--- src/rtl/alu_seq_ctrl.sv ---
// Byte-stream sequencer in front of alu_8bit: collects op/A/B bytes, holds them
// on the ALU for EXEC_CYCLES, then presents the captured result on valid/ready.
module alu_seq_ctrl #(
    parameter int unsigned EXEC_CYCLES = 1,
    parameter bit          ALLOW_CHAIN = 1'b1
) (
    input  logic       clk,
    input  logic       rst,
    input  logic       in_valid,
    input  logic [7:0] in_data,
    output logic       in_ready,
    output logic [7:0] alu_a,
    output logic [7:0] alu_b,
    output logic [3:0] alu_op,
    input  logic [7:0] alu_result,
    output logic       out_valid,
    output logic [7:0] out_data,
    input  logic       out_ready,
    output logic       busy,
    output logic       err,
    output logic [2:0] dbg_state
);

    // Handshakes: a byte moves when in_valid && in_ready; a result moves when
    // out_valid && out_ready. Valid never waits on ready, and in_ready depends
    // on state alone.
    typedef enum logic [2:0] {
        S_IDLE   = 3'd0,
        S_LOAD_A = 3'd1,
        S_LOAD_B = 3'd2,
        S_EXEC   = 3'd3,
        S_HOLD   = 3'd4
    } state_t;

    localparam logic [3:0] LAST_CNT = 4'(EXEC_CYCLES - 1);

    state_t     state_q, state_d;
    logic [7:0] alu_a_q, alu_a_d;
    logic [7:0] alu_b_q, alu_b_d;
    logic [3:0] alu_op_q, alu_op_d;
    logic [7:0] out_data_q, out_data_d;
    logic [7:0] acc_q, acc_d;
    logic       out_valid_q, out_valid_d;
    logic       err_q, err_d;
    logic [3:0] cnt_q, cnt_d;
    logic       xfer;

    always_ff @(posedge clk or negedge rst) begin
        if (!rst) begin
            state_q     <= S_IDLE;
            alu_a_q     <= 8'h00;
            alu_b_q     <= 8'h00;
            alu_op_q    <= 4'h0;
            out_data_q  <= 8'h00;
            acc_q       <= 8'h00;
            out_valid_q <= 1'b0;
            err_q       <= 1'b0;
            cnt_q       <= 4'h0;
        end else begin
            state_q     <= state_d;
            alu_a_q     <= alu_a_d;
            alu_b_q     <= alu_b_d;
            alu_op_q    <= alu_op_d;
            out_data_q  <= out_data_d;
            acc_q       <= acc_d;
            out_valid_q <= out_valid_d;
            err_q       <= err_d;
            cnt_q       <= cnt_d;
        end
    end

    always_comb begin
        in_ready = (state_q == S_IDLE) || (state_q == S_LOAD_A) || (state_q == S_LOAD_B);
    end

    assign xfer = in_valid && in_ready;

    always_comb begin
        state_d     = state_q;
        alu_a_d     = alu_a_q;
        alu_b_d     = alu_b_q;
        alu_op_d    = alu_op_q;
        out_data_d  = out_data_q;
        acc_d       = acc_q;
        out_valid_d = out_valid_q;
        err_d       = 1'b0;
        cnt_d       = cnt_q;
        case (state_q)
            S_IDLE: begin
                if (xfer) begin
                    // Reserved bits set: the byte is swallowed and only err reacts.
                    if (|in_data[7:5]) begin
                        err_d = 1'b1;
                    end else begin
                        alu_op_d = in_data[3:0];
                        if (in_data[4] && ALLOW_CHAIN) begin
                            alu_a_d = acc_q;
                            state_d = S_LOAD_B;
                        end else begin
                            state_d = S_LOAD_A;
                        end
                    end
                end
            end
            S_LOAD_A: begin
                if (xfer) begin
                    alu_a_d = in_data;
                    state_d = S_LOAD_B;
                end
            end
            S_LOAD_B: begin
                if (xfer) begin
                    alu_b_d = in_data;
                    cnt_d   = 4'h0;
                    state_d = S_EXEC;
                end
            end
            S_EXEC: begin
                if (cnt_q == LAST_CNT) begin
                    out_data_d  = alu_result;
                    acc_d       = alu_result;
                    out_valid_d = 1'b1;
                    state_d     = S_HOLD;
                end else begin
                    cnt_d = cnt_q + 4'h1;
                end
            end
            S_HOLD: begin
                if (out_ready) begin
                    out_valid_d = 1'b0;
                    state_d     = S_IDLE;
                end
            end
            default: state_d = S_IDLE;
        endcase
    end

    assign alu_a     = alu_a_q;
    assign alu_b     = alu_b_q;
    assign alu_op    = alu_op_q;
    assign out_valid = out_valid_q;
    assign out_data  = out_data_q;
    assign busy      = (state_q != S_IDLE);
    assign err       = err_q;
    assign dbg_state = state_q;

endmodule
--- config.mk ---
export PLATFORM = sky130hd
export DESIGN_NAME = alu_seq_ctrl
export DESIGN_NICKNAME = d
export VERILOG_FILES = /design/src/rtl/alu_seq_ctrl.sv
export SDC_FILE = /design/constraint.sdc
export NUM_CORES = 1
export LEC_CHECK = 0
export CORE_ASPECT_RATIO = 1.2
export CORE_MARGIN = 2
export CORE_UTILIZATION = 25
export CTS_BUF_LIST = sky130_fd_sc_hd__clkbuf_2
export CTS_CLUSTER_DIAMETER = 60
export DETAILED_ROUTE_END_ITERATION = 8
export SYNTH_ARGS = -nofsm -noshare
export SYNTH_HDL_FRONTEND = slang
export SYNTH_SLANG_ARGS = --single-unit
--- constraint.sdc ---
create_clock -name clk -period 1.43 [get_ports clk]
set_input_delay 0.2145 -clock clk [delete_from_list [all_inputs] [get_ports clk]]
set_output_delay 0.2145 -clock clk [all_outputs]
set_load 0.05 [all_outputs]
==> reports/summary.md <==
The routed design could run at a clock period as short as 1.585 ns. The tree is rooted in a sky130_fd_sc_hd__clkbuf_2. The first global-routing pass estimated 8.107 mm of wire.

The floorplan die area is 7732 sq um. After synthesis, the mean cell area works out to 12.40 sq um. Synthesis inferred 37 register bits. The post-route netlist has 54.81% of its cells at a drive strength greater than 1. In the post-synthesis netlist, the biggest area contributors are sky130_fd_sc_hd__dfrtp_1 53%, sky130_fd_sc_hd__mux2_2 13%, sky130_fd_sc_hd__mux2i_1 4.5%, sky130_fd_sc_hd__a32oi_1 3.5%, sky130_fd_sc_hd__nor3b_4 2.1%. Measured against its own limit, the worst slew margin works out to 72.94%. The transition time of the tightest slew-check pin is 0.4049 ns. The synthesized design spends more area on one cell type than any other, namely sky130_fd_sc_hd__dfrtp_1. The proportion of synthesized flip-flops having asynchronous set or reset was 100.0%. Between clock sinks in the finished design, the worst skew comes to 0.01822 ns. The die is 80.61 um wide. After detailed routing, the number of remaining DRC violations is 0.

The tree built by TritonCTS fans out to 37 sinks. At the worst endpoint, the arrival time is 1.86 ns. Of the post-synthesis cell area, the dominant cell type holds 52.59%.

Among all stages on the critical path, the largest delay is contributed by sky130_fd_sc_hd__dfrtp_1. After technology mapping, the gate count stands at 142. The worst setup margin was -0.1548 ns; the setup TNS was -2.076 ns. The critical path is of the flip-flop to flip-flop type. Dividing the detail-routed via count by the number of cells gives 4.690.

Summing every instance area after synthesis gives 1760 sq um. TritonCTS built the clock tree. Summed over all layers, the routed wires come to 5.236 mm. The final net count came out at 260.

Measured along the y axis, the die boundary spans 95.93 um. The congestion estimate from routability-driven global placement came to 0.8038. The run gives 0 as the number of pins exceeding their max-slew limit in the final report. The number of different library cells in the post-synthesis netlist was 39.

In the global route stage, overall resource usage came out at 14.25%. The largest net degree at the start of global routing came out at 25. For this design the static power due to leakage is 0.001452 uW. Count of placed standard cells in the final layout, fillers left out: 326. Clock-pin slew was measured on the worst setup and hold paths at 0.19 ns. The final critical-path share of the clock period came out at 110.8%. The path class of the tightest hold or removal check is input pin to asynchronous set/reset pin.

For this configuration, the core starts out at a cell density of 25.84%. For the number of antenna violations at the first check in global routing, the log shows 0. Setup repair after global routing could not meet its margin everywhere. The initialized floorplan defines 33 standard-cell rows. For this run, the register share of the synthesized area comes to 52.59%. The later pin in the worst-skew pair is clocked with a latency of 0.38 ns. In this run, synthesis inferred 0 flip-flops with an integrated enable. The core region is 6813 sq um. Pin placement for this block handled 55 I/O pins. In this run the power density over the cells is 2869 nW/um^2.

Static timing analysis puts the maximum clock frequency at 631.0 MHz. The number of buffers created by CTS is 5. Yosys printed 0 warnings.

The sum of buffers and inverters on the critical path was 1. The count of routing violations after the opening detailed-route iteration is 53, and the area overhead of the layout relative to synthesis is 90.48%. The number of antenna diodes in the final layout is 0. The longest clock path from root to sink contains 2 buffers. The tool flagged a number of max-cap violations equal to 0. The wire-length estimate of the detail-placed layout is 3.512 mm. The checks that failed: setup timing. For the worst ir drop on vdd, the log shows 1.509 mV. Among all flip-flop cells after synthesis, the most frequent one is sky130_fd_sc_hd__dfrtp_1. The run finished, with violations left.

The overall via count from detail_route is 1,529, and the net count of the mapped netlist is 164. The dominant delay contributor by cell family on the critical path is simple AND/OR/NAND/NOR gates. The endpoint required time on the critical path is 1.71 ns. The highest net fanout along the worst path is 9. In the final routed layout, each cell accounts on average for 16.06 um. The number of global-route vias before repair is 1,578, and the final number of hold-violating endpoints is 0.

The category of the worst setup path capture point was a flip-flop. Setup violations remaining at the end of the flow were counted as 24. The detail route stage leaves a number of antenna-violating nets equal to 0. The number of buffers added on ports came out at 54.

For this run the aggregate overflow at the end of global routing stands at 0. Walking the worst path, the cells encountered are inv_1, ha_1, nor3b_4, nand3_4, mux2_2. The longest individual stage delay on the worst path is 0.42 ns.

The number of placed instances, taps included was 299. The kind of start point of the critical path was a flip-flop. The tools report the first-pass iteration count of the detailed router as 4.

The clock tree synthesis step divided the H-tree into 2 levels.
==> cell usage in the layout (no fill, tap or decap), types with 3 or more instances in the layout <==
cell type,instances
sky130_fd_sc_hd__buf_12,41
sky130_fd_sc_hd__dfrtp_1,34
sky130_fd_sc_hd__buf_4,27
sky130_fd_sc_hd__clkdlybuf4s50_1,18
sky130_fd_sc_hd__mux2_2,13
sky130_fd_sc_hd__mux2i_1,8
sky130_fd_sc_hd__a32oi_1,7
sky130_fd_sc_hd__nand3_1,7
sky130_fd_sc_hd__mux2_4,7
sky130_fd_sc_hd__buf_6,7
sky130_fd_sc_hd__clkbuf_2,5
sky130_fd_sc_hd__inv_1,4
sky130_fd_sc_hd__nor2_2,4
sky130_fd_sc_hd__nor2_4,3
sky130_fd_sc_hd__nor2_1,3
sky130_fd_sc_hd__o21ai_0,3
sky130_fd_sc_hd__a31oi_1,3
sky130_fd_sc_hd__dfrtp_2,3
==> kinds of logic after synthesis <==
| kind of cell | after synthesis | synth area share (%) |
|---|---|---|
| AOI/OAI and AO/OA | 24 | 10.09 |
| DFF | 37 | 52.59 |
| and+or+nand+nor | 38 | 15.28 |
| muxes | 28 | 17.34 |
| adders and majority gates | 2 | 1.421 |
| buffers and inverters | 13 | 3.269 |
==> synth_stat cells, types with 2 or more instances <==
library cell,n
sky130_fd_sc_hd__o41ai_1,2
sky130_fd_sc_hd__nor2_1,9
sky130_fd_sc_hd__buf_2,6
sky130_fd_sc_hd__mux2i_1,8
sky130_fd_sc_hd__nor2b_1,3
sky130_fd_sc_hd__a31oi_1,3
sky130_fd_sc_hd__nor3b_4,2
sky130_fd_sc_hd__dfrtp_1,37
sky130_fd_sc_hd__nand3_1,7
sky130_fd_sc_hd__a21oi_1,2
sky130_fd_sc_hd__o21ai_0,3
sky130_fd_sc_hd__o31ai_1,2
sky130_fd_sc_hd__mux2_2,20
sky130_fd_sc_hd__inv_1,5
sky130_fd_sc_hd__a32oi_1,7
sky130_fd_sc_hd__nand2_1,2
sky130_fd_sc_hd__ha_1,2
==> worst paths after layout <==
kind,from,endpoint,slack (ns),depth (start not counted)
setup / recovery,cnt_q[0]$_DFFE_PN0P_,acc_q[4]$_DFFE_PN0P_,-0.15,5
hold / removal,rst,alu_b[1]$_DFFE_PN0P_,0.25,2
setup reg to reg,cnt_q[0]$_DFFE_PN0P_,acc_q[4]$_DFFE_PN0P_,-0.15,5
hold reg to reg,alu_op[2]$_DFFE_PN0P_,alu_op[2]$_DFFE_PN0P_,0.60,1
max in group asynchronous,rst,alu_a[7]$_DFFE_PN0P_,0.73,3
min in group clk,alu_result[3],acc_q[3]$_DFFE_PN0P_,0.43,2
==> per-layer routing <==
layer | vias up | routed length [um] | GRT usage, %
met3 | 4 | 311 | 5.629
met1 | 764 | 2182 | 17.84
met5 | - | 0 | 0
met4 | 0 | 50 | 3.390
met2 | 39 | 2692 | 23.13
li1 | 722 | - | -
==> flip-flops by register name, indices dropped and copies added, names as in the netlist <==
| signal | cells |
|---|---|
| alu_a | 8 |
| out_valid | 1 |
| cnt_q | 4 |
| acc_q | 8 |
| alu_b | 8 |
| err | 1 |
| dbg_state | 3 |
| alu_op | 4 |
==> final cells by class <==
class | count | area, sq um
clock buffer | 5 | 25.02
clock inverter | 3 | 41.29
fill | 586 | 3460
inverter | 5 | 18.77
multi-input combinational | 92 | 884.6
sequential | 37 | 929.6
tap | 87 | 108.9
timing repair buffer | 97 | 1345
==> report_power, final <==
part | internal [uW] | leakage (uW) | switching (uW)
logic | 3590 | 0.000978 | 3210
registers | 1550 | 0.000437 | 624
clock network | 290 | 0.0000366 | 355
total | 5430 | 0.00145 | 4190
==> stage by stage <==
stage	power, uW	worst slack, ns	hold slack, ns	cell area [sq um]	utilization (%)
finish	9620	-0.1548	0.2530	3353	49.22
global route	10060	-0.2701	0.2107	3353	49.22
CTS	9323	-0.1558	0.2326	3232	47.44
detailed placement	8119	-0.2371	0.1488	2964	43.51
global placement	8075	-0.1842	0.1482	2964	43.51
floorplan	5104	-0.07431	-0.08109	1824	-
==> timing repair <==
| action | 4_1_cts | 5_1_grt |
|---|---|---|
| buffers inserted | 13 | 4 |
| hold buffers | 1 | 0 |
| gates cloned | 1 | 0 |
| resized for setup | 11 | 19 |
| endpoints found under the setup margin | 17 | 36 |
| pin swaps | 6 | 10 |
| endpoints found under the hold margin | 13 | 0 |
No activity file was read; power rests on OpenSTA's default activity.
